==> config.mk <==
export PLATFORM = sky130hd
export DESIGN_NAME = team_06_effect_mux
export DESIGN_NICKNAME = d
export VERILOG_FILES = /design/src/rtl/team_06_effect_mux.sv
export SDC_FILE = /design/constraint.sdc
export NUM_CORES = 1
export LEC_CHECK = 0
export CORE_MARGIN = 8
export CORE_UTILIZATION = 26
export DETAILED_ROUTE_END_ITERATION = 8
export HOLD_SLACK_MARGIN = 0.12
export PLACE_DENSITY = 0.76
export SLEW_MARGIN = 20
export SYNTH_ARGS = -nofsm -noshare
export SYNTH_HDL_FRONTEND = slang
export SYNTH_SLANG_ARGS = --single-unit
==> constraint.sdc <==
create_clock -name clk -period 0.8 [get_ports clk]
set_clock_uncertainty 0.15 [all_clocks]
set_input_delay 0.08 -clock clk [delete_from_list [all_inputs] [get_ports clk]]
set_output_delay 0.08 -clock clk [all_outputs]
set_load 0.05 [all_outputs]
==> src/rtl/team_06_effect_mux.sv <==
// Output-stage effect selector: registered 4:1 mux of audio streams with an
// optional linear crossfade between the old and new source on selector change.
module team_06_effect_mux #(
  parameter int unsigned WIDTH      = 8,
  parameter int unsigned FADE_SHIFT = 0
) (
  input  logic             clk,
  input  logic             nRst,
  input  logic [1:0]       selector,
  input  logic [WIDTH-1:0] dry_audio,
  input  logic [WIDTH-1:0] echo_out,
  input  logic [WIDTH-1:0] reverb_out,
  input  logic [WIDTH-1:0] soft_out,
  output logic [WIDTH-1:0] final_audio
);

  localparam int unsigned CNT_W  = FADE_SHIFT + 1;
  localparam int unsigned PROD_W = WIDTH + FADE_SHIFT + 3;
  localparam logic [CNT_W-1:0] CNT_LAST = CNT_W'(2 ** FADE_SHIFT);

  typedef enum logic {
    ST_IDLE = 1'b0,
    ST_FADE = 1'b1
  } state_t;

  state_t             r_state;
  logic [1:0]         r_cur_sel;
  logic [1:0]         r_prev_sel;
  logic [CNT_W-1:0]   r_count;
  logic [WIDTH-1:0]   r_final;

  state_t             w_state_nxt;
  logic [1:0]         w_cur_nxt;
  logic [1:0]         w_prev_nxt;
  logic [CNT_W-1:0]   w_count_nxt;
  logic [WIDTH-1:0]   w_final_nxt;

  logic [WIDTH-1:0]   w_src [4];
  logic [WIDTH-1:0]   w_a;
  logic [WIDTH-1:0]   w_b;
  logic signed [PROD_W-1:0] w_diff;
  logic signed [PROD_W-1:0] w_prod;
  logic signed [PROD_W-1:0] w_mix;
  logic [WIDTH-1:0]   w_mix_lo;

  assign w_src[0] = dry_audio;
  assign w_src[1] = echo_out;
  assign w_src[2] = reverb_out;
  assign w_src[3] = soft_out;

  // Live samples of the outgoing (a) and incoming (b) sources.
  assign w_a = w_src[r_prev_sel];
  assign w_b = w_src[r_cur_sel];

  // a + floor((b-a)*count / 2^FADE_SHIFT); always lies between a and b.
  assign w_diff   = $signed(PROD_W'(w_b)) - $signed(PROD_W'(w_a));
  assign w_prod   = w_diff * $signed(PROD_W'(r_count));
  assign w_mix    = (w_prod >>> FADE_SHIFT) + $signed(PROD_W'(w_a));
  assign w_mix_lo = WIDTH'(w_mix);

  assign final_audio = r_final;

  // State and datapath registers.
  always_ff @(posedge clk or negedge nRst) begin
    if (!nRst) begin
      r_state    <= ST_IDLE;
      r_cur_sel  <= 2'd0;
      r_prev_sel <= 2'd0;
      r_count    <= '0;
      r_final    <= '0;
    end else begin
      r_state    <= w_state_nxt;
      r_cur_sel  <= w_cur_nxt;
      r_prev_sel <= w_prev_nxt;
      r_count    <= w_count_nxt;
      r_final    <= w_final_nxt;
    end
  end

  // Next-state and output selection.
  always_comb begin
    w_state_nxt = r_state;
    w_cur_nxt   = r_cur_sel;
    w_prev_nxt  = r_prev_sel;
    w_count_nxt = r_count;
    w_final_nxt = r_final;

    if (FADE_SHIFT == 0) begin
      w_state_nxt = ST_IDLE;
      w_cur_nxt   = selector;
      w_final_nxt = w_src[selector];
    end else begin
      case (r_state)
        ST_IDLE: begin
          w_final_nxt = w_src[r_cur_sel];
          if (selector != r_cur_sel) begin
            w_prev_nxt  = r_cur_sel;
            w_cur_nxt   = selector;
            w_count_nxt = CNT_W'(1);
            w_state_nxt = ST_FADE;
          end
        end
        ST_FADE: begin
          // Selector changes are ignored until the fade completes.
          if (r_count == CNT_LAST) begin
            w_final_nxt = w_b;
            w_count_nxt = '0;
            w_state_nxt = ST_IDLE;
          end else begin
            w_final_nxt = w_mix_lo;
            w_count_nxt = r_count + CNT_W'(1);
          end
        end
        default: begin
          w_state_nxt = ST_IDLE;
          w_count_nxt = '0;
        end
      endcase
    end
  end

endmodule

### Word level (Yosys, flattened, before mapping)

Cells that the tools add are included.

| operators by class | value |
|---|---|
| $lt $le $gt $ge | 1 |
| bitwise operators | 1 |
| multiplexer cells | 3 |

Operators with widths:

| cell | count |
|---|---|
| $bmux W8 S2 | 1 |
| $mux W8 | 2 |
| $ge A3 B3 Y1 const B | 1 |
| $not A2 Y3 | 1 |

| storage, ports and cells | value |
|---|---|
| output and inout bits | 8 |
| register bits after elaboration | 8 |
| logic and storage cells | 6 |
| bits of input ports | 36 |

### Longest topological paths before layout

Gate-level depths: netlist of the first run.

| depth | value |
|---|---|
| depth in word-level cells | 4 |
| depth in mapped cells | 2 |
| mapped depth without buffers | 1 |

### Worst setup path before layout of the first run

Ideal clock, no wire load.

| path | value |
|---|---|
| kind | input-to-reg |
| start | input port selector[0] |
| end | register r_final[0], in the netlist final_audio[0] |
| arrival | 693 ps |
| slack | -182 ps |
| required time | 511 ps |
| stages on the path | 2 |
| path through | buf_6 mux4_2 |

| between the ends | value |
|---|---|
| cells in the longest elaborated chain, start to end | 4 |

RTL lines:

| item | RTL line | RTL |
|---|---|---|
| start: declaration | 9 | `input logic [1:0] selector,` |
| $not A2 Y3 (not written as such) | 91 | `w_final_nxt = w_src[selector];` |
| $bmux W8 S2 | 91 |  |
| $mux W8 (not written as such) (2 in a row) | 91 |  |
| named net w_final_nxt[0] | 36 | `logic [WIDTH-1:0] w_final_nxt;` |
| end signal: assignment | 76 | `r_final <= w_final_nxt;` |
| end: declaration | 30 | `logic [WIDTH-1:0] r_final;` |

The timed path passes the listed nets, and every way through them passes these cells. The select of a mux whose other input is x is not followed.

### Worst setup path in the final report of the first run

| path | value |
|---|---|
| start | register r_final[6], in the netlist final_audio[6] |
| end | output port final_audio[6] |

RTL lines:

| item | RTL line | RTL |
|---|---|---|
| end: declaration | 14 | `output logic [WIDTH-1:0] final_audio` |

No word-level cell between the ends.

==> results.txt, run 1 <==
- For this run the aggregate overflow at the end of global routing stands at 0.
* Clock transition time at the flip-flop clock pins of the worst setup and hold paths: 0.05 ns
* Number of antenna violations at the first check in global routing: 0
* TritonCTS buffer count: 3
- Maximum resistive drop on vdd: 0.529 mV
- Post-Syn Area per Cell: 22.0 µm²
* Number of maximum-capacitance violations: 0
- STA puts the critical path data required time at 0.57 ns.
* Count of cell types in the netlist: 4
- Total via count after detailed routing: 385
- The final reports fail on hold timing, setup timing.
- The first global-routing pass estimated 2110 µm of wire.
- Number of setup violations in the final report: 10
- Timing would allow up to 0.977 GHz.
* Largest net degree at the start of global routing: 9
- WP data arrival: 0.79 ns
* CP max stage delay: 0.39 ns
- Flip-flop count of the largest register after layout: 8
- Vias per std cell: 4.75
- Combined area of all synthesized cells: 397 µm²
- The detail route stage leaves a number of antenna-violating nets equal to 0.
- Die Area: 3030 µm²
- Setup repair after global routing could not meet its margin everywhere.
* Final estimated routing congestion in global placement: 0.647
- Row generation in the floorplan step produced 14 rows.
- In this run the horizontal extent of the chip is 55.1 µm.
- The most critical setup path has its startpoint at final_audio[6]$_DFF_PN0_.
- Hold Crit Class: primary input to async pin
* Number of setup buffers added after CTS: 0
- After synthesis the netlist holds a flip-flop and latch count of 8.
* Biggest area consumer among synthesized cells: dfrtp_1
* Total wire length: 1320 µm
- Num Clock Sinks: 8
- Run status: complete, but fails checks
- The worst setup path is launched from a register.
- The critical path in this run is classified as register to output pin.
- The final hold violation count came to 8.
* Initial core utilization: 27.0%
- In this run the worst path has a maximum fanout of 1.
- TritonCTS built the clock tree.
- Slew at the pin with the worst max-slew slack: 0.111 ns
- Fraction of layout instances using a drive strength above 1: 35.4%
- In this run the power density over the cells is 1410 nW/µm².
- In the global route stage, overall resource usage came out at 9.81%.
- Share of the clock period used by the worst path: 128%
* CTS HTree Levels: 1
- Post-route DRC violation count: 0
- On the critical path the largest part of the delay comes from flip-flops.
- Ranking of synthesized cells by area: dfrtp_1 (50%), mux4_2 (45%), buf_6 (2.8%)
* Worst path bufs/invs: 1
- Headroom to the max-slew limit came out at 92.6%.
- The worst setup path is captured at an output pin.
* Vias in the first global route: 497
- Vertical extent of the die: 55.1 µm
- The core region is 1470 µm².
- Core occupancy in the finished layout: 63.3%
* Slowest library cell on the worst path: dfrtp_1
- Leakage dissipation: 0.000426 µW
- Final worst setup slack: -0.223 ns
- Share of synthesized area occupied by flip-flops and latches: 50.5%
* Net count of the mapped netlist: 54
- After the last flow step, the layout net total stands at 103.
* Drt wl/cell: 16.2 µm
- Buffers from clock root to sink, at most: 2
* Total power draw: 1320 µW
* Drt first-iter violations: 2
- Count of fill cells added during filler insertion: 135
* Share of the synthesized area in the top cell type: 50.5%
- Port buffering added 43 buffers.
- Master cell of the clock root buffer: clkbuf_4
- Diodes inserted: 0
- 44 I/O pins were placed.
- Yosys warning total: 0
* Worst hold slack: -0.0237 ns
- Sequential cell area: 200 µm²
* Cells after synthesis: 18
* Area used by multi-input combinational logic: 180 µm²
- Relative to the synthesized area, the layout overhead comes to 135%.
- Number of iterations in the first detailed-routing pass: 2
- The critical path goes through buf_12.
* Final-report max-slew violation count: 0
* Fin crit period: 1.02 ns
-- through the flow --
step	setup WS [ns]	hold slack, ns	area (µm²)	TNS [ns]	std cells
2_1_floorplan	-0.151	-0.366	405	-1.33	18
3_3_place_gp	-0.719	0.229	953	-5.66	79
3_5_place_dp	-0.723	0.228	953	-5.71	79
4_1_cts	-0.240	-0.0300	922	-1.84	81
5_1_grt	-0.250	-0.0160	931	-1.95	81
6_report	-0.223	-0.0237	931	-1.73	81
-- routing by layer --
metal	track usage, %	share of wire (%)
met1	9.98	38
met2	12.9	36
met3	9.89	27
met4	4.80	0
met5	0	0
-- final timing paths --
path | end | depth (start not counted)
worst max-delay path | final_audio[6] | 1
worst min-delay path | final_audio[7]$_DFF_PN0_ | 2
max in group asynchronous | final_audio[2]$_DFF_PN0_ | 2
min in group clk | final_audio[3]$_DFF_PN0_ | 2
-- placed cells by master, fill, tap and decap left out, drive strengths merged --
cell,count
buf,12
dlygate4sd2,24
mux4,8
clkdlybuf4s15,9
clkdlybuf4s50,1
dfrtp,8
clkbuf,3
-- cell type report --
class / count / share of cell area (%)
timing repair buffer: 46 / 54.6
sequential: 8 / 21.5
multi-input combinational: 8 / 19.4
clock buffer: 3 / 2.42
tap: 16 / 2.15
-- timing repair --
action                     in CTS  in global routing
setup endpoints to repair      16                 13
gates resized for setup        41                  7
hold endpoints to repair       16                 16
-- cells by family (layout without fill, tap and decap cells) --
kind of cell | count (synthesis) | count (layout) | share of synthesized area, %
multiplexers | 8 | 8 | 45.4
flip-flops | 8 | 8 | 50.5
buffers and inverters | 2 | 49 | 4.10
-- cell usage after synthesis --
cell / number
buf_6: 1
mux4_2: 8
clkbuf_2: 1
dfrtp_1: 8
-- power breakdown --
part           switching (µW)  internal (µW)
combinational             226            325
sequential               33.2            447
clock                     114            170
total                     373            943
Power figures use the tool's default switching activity.
==> run 2, diff against run 1 <==
- CORE_ASPECT_RATIO: not set -> 1.25
- CORE_UTILIZATION: 26 -> 24
- PLACE_DENSITY: 0.76 -> 0.74
- clock period: 0.8 -> 0.85 ns (I/O delays scaled with it)
==> results.txt, run 2 (synthesis results as in run 1) <==
- Die Area: 3220 µm² (+6.2%)
- The final net count came to 102 (-0.97%).
* Top-level I/O count: 44 (unchanged)
* Vertical extent of the die: 61.5 µm (+12%)
* Number of setup violations in the final report: 8 (-2)
* Switch share: 28.1% (-0.27 points)
- The required time of the worst setup path is 0.61 ns (+0.04 ns).
* Clock transition time at the flip-flop clock pins of the worst setup and hold paths: 0.05 ns (about the same)
* Number of rows created at floorplan: 16 (+2)
- Clock tree from TritonCTS: yes
* Achievable Freq: 0.980 GHz
- The final-report max-slew violation count came to 0 (unchanged).
* Switching component of the power: 346 µW (-7.3%)
- The global routing usage summed across all routing layers is 9.69% (-0.12 points).
- Drt wl/cell: 16.9 µm (+4.0%)
* Final worst setup slack: -0.170 ns (+0.0532 ns)
* Startpoint types: register
* Combinational cell fraction of total power: 42.3% (+0.4 points)
* Violated checks: hold timing, setup timing
* Chip Width: 52.4 µm (-4.9%)
* WP data arrival: 0.78 ns (about the same)
* Power density over cell area: 1330 nW/µm² (-6.0%)
- Post-route DRC violation count: 0 (unchanged)
- Initial core utilization: 25.4% (-1.6 points)
- Overflow left after global routing: 0 (unchanged)
* Port Buffer Count: 43 (unchanged)
* CTS HTree Levels: 1 (unchanged)
- In this run the worst setup path begins at final_audio[4]$_DFF_PN0_.
- Layout Cell Area excl Fill: 927 µm² (-0.40%)
- The cell area after placement is 941 µm² (-1.3%).
* Num Clock Sinks: 8 (unchanged)
* Worst path bufs/invs: 1 (unchanged)
- TritonCTS buffer count: 3 (unchanged)
- The number of design-rule violations left by the first detailed-router iteration is 1 (-1).
- Number of setup buffers added after CTS: 0 (unchanged)
- Post-route ant nets: 0 (unchanged)
- The total number of vias is 371 (-3.6%).
- The wire length of the first global-routing pass came to 2190 µm (+3.6%).
* Slew at the pin with the worst max-slew slack: 0.323 ns (+0.212 ns)
* Unrepaired setup endpoints after global routing: yes
* Hold Crit Class: primary input to async pin
* Dpl cells: 79 (unchanged)
- Count of cell instances traversed by the critical path: 1 (unchanged)
* Clock power frac: 21.0% (-0.6 points)
- Finished Layout Cells: 82 (+1.2%)
- Largest net degree at the start of global routing: 9 (unchanged)
* Ordered list of cells on the worst path: buf_12
- The run finished, with violations left.
* Register share of total power: 36.7% (+0.2 points)
* Fin crit period: 1.02 ns
- Vias in the first global route: 493 (-0.80%)
- CP max stage delay: 0.39 ns (about the same)
- Buffers from clock root to sink, at most: 2 (unchanged)
- The placer congestion estimate came to 0.749 (+16%).
* Type of element capturing the critical path: output pin
- The static leakage came to 0.000432 µW (+1.4%).
- The share of cells above drive strength 1 is 34.4% (-1.0 points).
* Internal portion of total power: 886 µW (-6.1%)
* Crit Path Max Fanout: 1 (unchanged)
- The root buffer cell chosen for the clock tree is clkbuf_4.
- Number of maximum-capacitance violations: 0 (unchanged)
* Number of antenna violations at the first check in global routing: 0 (unchanged)
- The tightest slew margin relative to the limit came to 78.4% (-14 points).
* Most frequent standard cell in the layout excluding fill and tap cells: dlygate4sd2_1
- The via count normalized by instance count was 4.52 (-4.8%).
* Highest-count cells in the layout ignoring fill and taps: dlygate4sd2_1 (33), buf_12 (9), mux4_2 (8), dfrtp_1 (8), clkbuf_4 (3)
- Synthesis-to-layout area growth: 134%
- The total of fill cells in the finished design was 140 (+3.7%).
* Count of final hold-check violations: 8 (unchanged)
* Family with the most delay on the worst path: flip-flops
- Flip-flop count of the largest register after layout: 8 (unchanged)
- Slowest library cell on the worst path: dfrtp_1
* Worst hold slack: -0.0408 ns (-0.0171 ns)
* Placeable core area: 1560 µm² (+6.1%)
* Critical path endpoint: final_audio[4]
- Number of iterations in the first detailed-routing pass: 3 (+1)
- Maximum resistive drop on vdd: 0.539 mV (+1.8%)
- The critical path is of the register to output pin type.
- The final critical path takes up 120% of the cycle.
- The count of antenna diodes in the layout was 0 (unchanged).
* Total wire length: 1390 µm (+5.3%)
-- run 2: changes by cell type in the layout (fill, tap and decap cells not counted), sizes merged --
cell,delta
buf,-1
clkdlybuf4s15,-9
dlygate4sd2,+9
-- run 2: power groups by stage --
stage                     clock network [µW]  logic (µW)  registers, µW
after floorplan                            0        90.3            578
after global placement                     0         577            458
after detailed placement                   0         580            458
after CTS                                268         529            453
after global routing                     309         545            454
final                                    258         521            452
-- run 2: layer usage --
metal | GRT usage [%] | wire (µm) | part of all wire, %
met1 | 8.23 | 447 | 32
met2 | 15.1 | 616 | 44
met3 | 9.18 | 321 | 23
met4 | 4.44 | 0 | 0
met5 | 0 | 0 | 0
-- run 2: worst min-delay path by stage --
stage               from                       end  slack (ns)  depth (start not counted)
finish              nRst  final_audio[3]$_DFF_PN0_       -0.04                          1
global route        nRst  final_audio[4]$_DFF_PN0_       -0.03                          1
floorplan           nRst  final_audio[0]$_DFF_PN0_       -0.36                          0
detailed placement  nRst  final_audio[3]$_DFF_PN0_        0.22                          1
global placement    nRst  final_audio[3]$_DFF_PN0_        0.22                          1
CTS                 nRst  final_audio[5]$_DFF_PN0_       -0.03                          1
-- run 2: per-stage QoR --
stage	TNS, ns	setup slack (ns)	power (µW)	util, %	hold slack, ns
2_1_floorplan	-0.844	-0.106	668	-	-0.361
3_3_place_gp	-5.29	-0.671	1040	60.3	0.215
3_5_place_dp	-5.31	-0.669	1040	60.3	0.216
4_1_cts	-1.38	-0.185	1250	59.4	-0.0350
5_1_grt	-1.61	-0.209	1310	59.4	-0.0342
6_report	-1.31	-0.170	1230	59.4	-0.0408
-- run 2: layout make-up --
cell class              instances  area, µm²  share of cell area, %
clock buffers                   3       22.5                   2.43
multi-input cells               8        180                   19.4
flip-flops and latches          8        200                   21.6
well taps                      18       22.5                   2.43
repair buffers                 45        502                   54.1
-- run 2: repair_timing --
action                     4_1_cts  5_1_grt
setup endpoints to repair       16        8
hold endpoints to repair         8        9
gates resized for setup         39        0
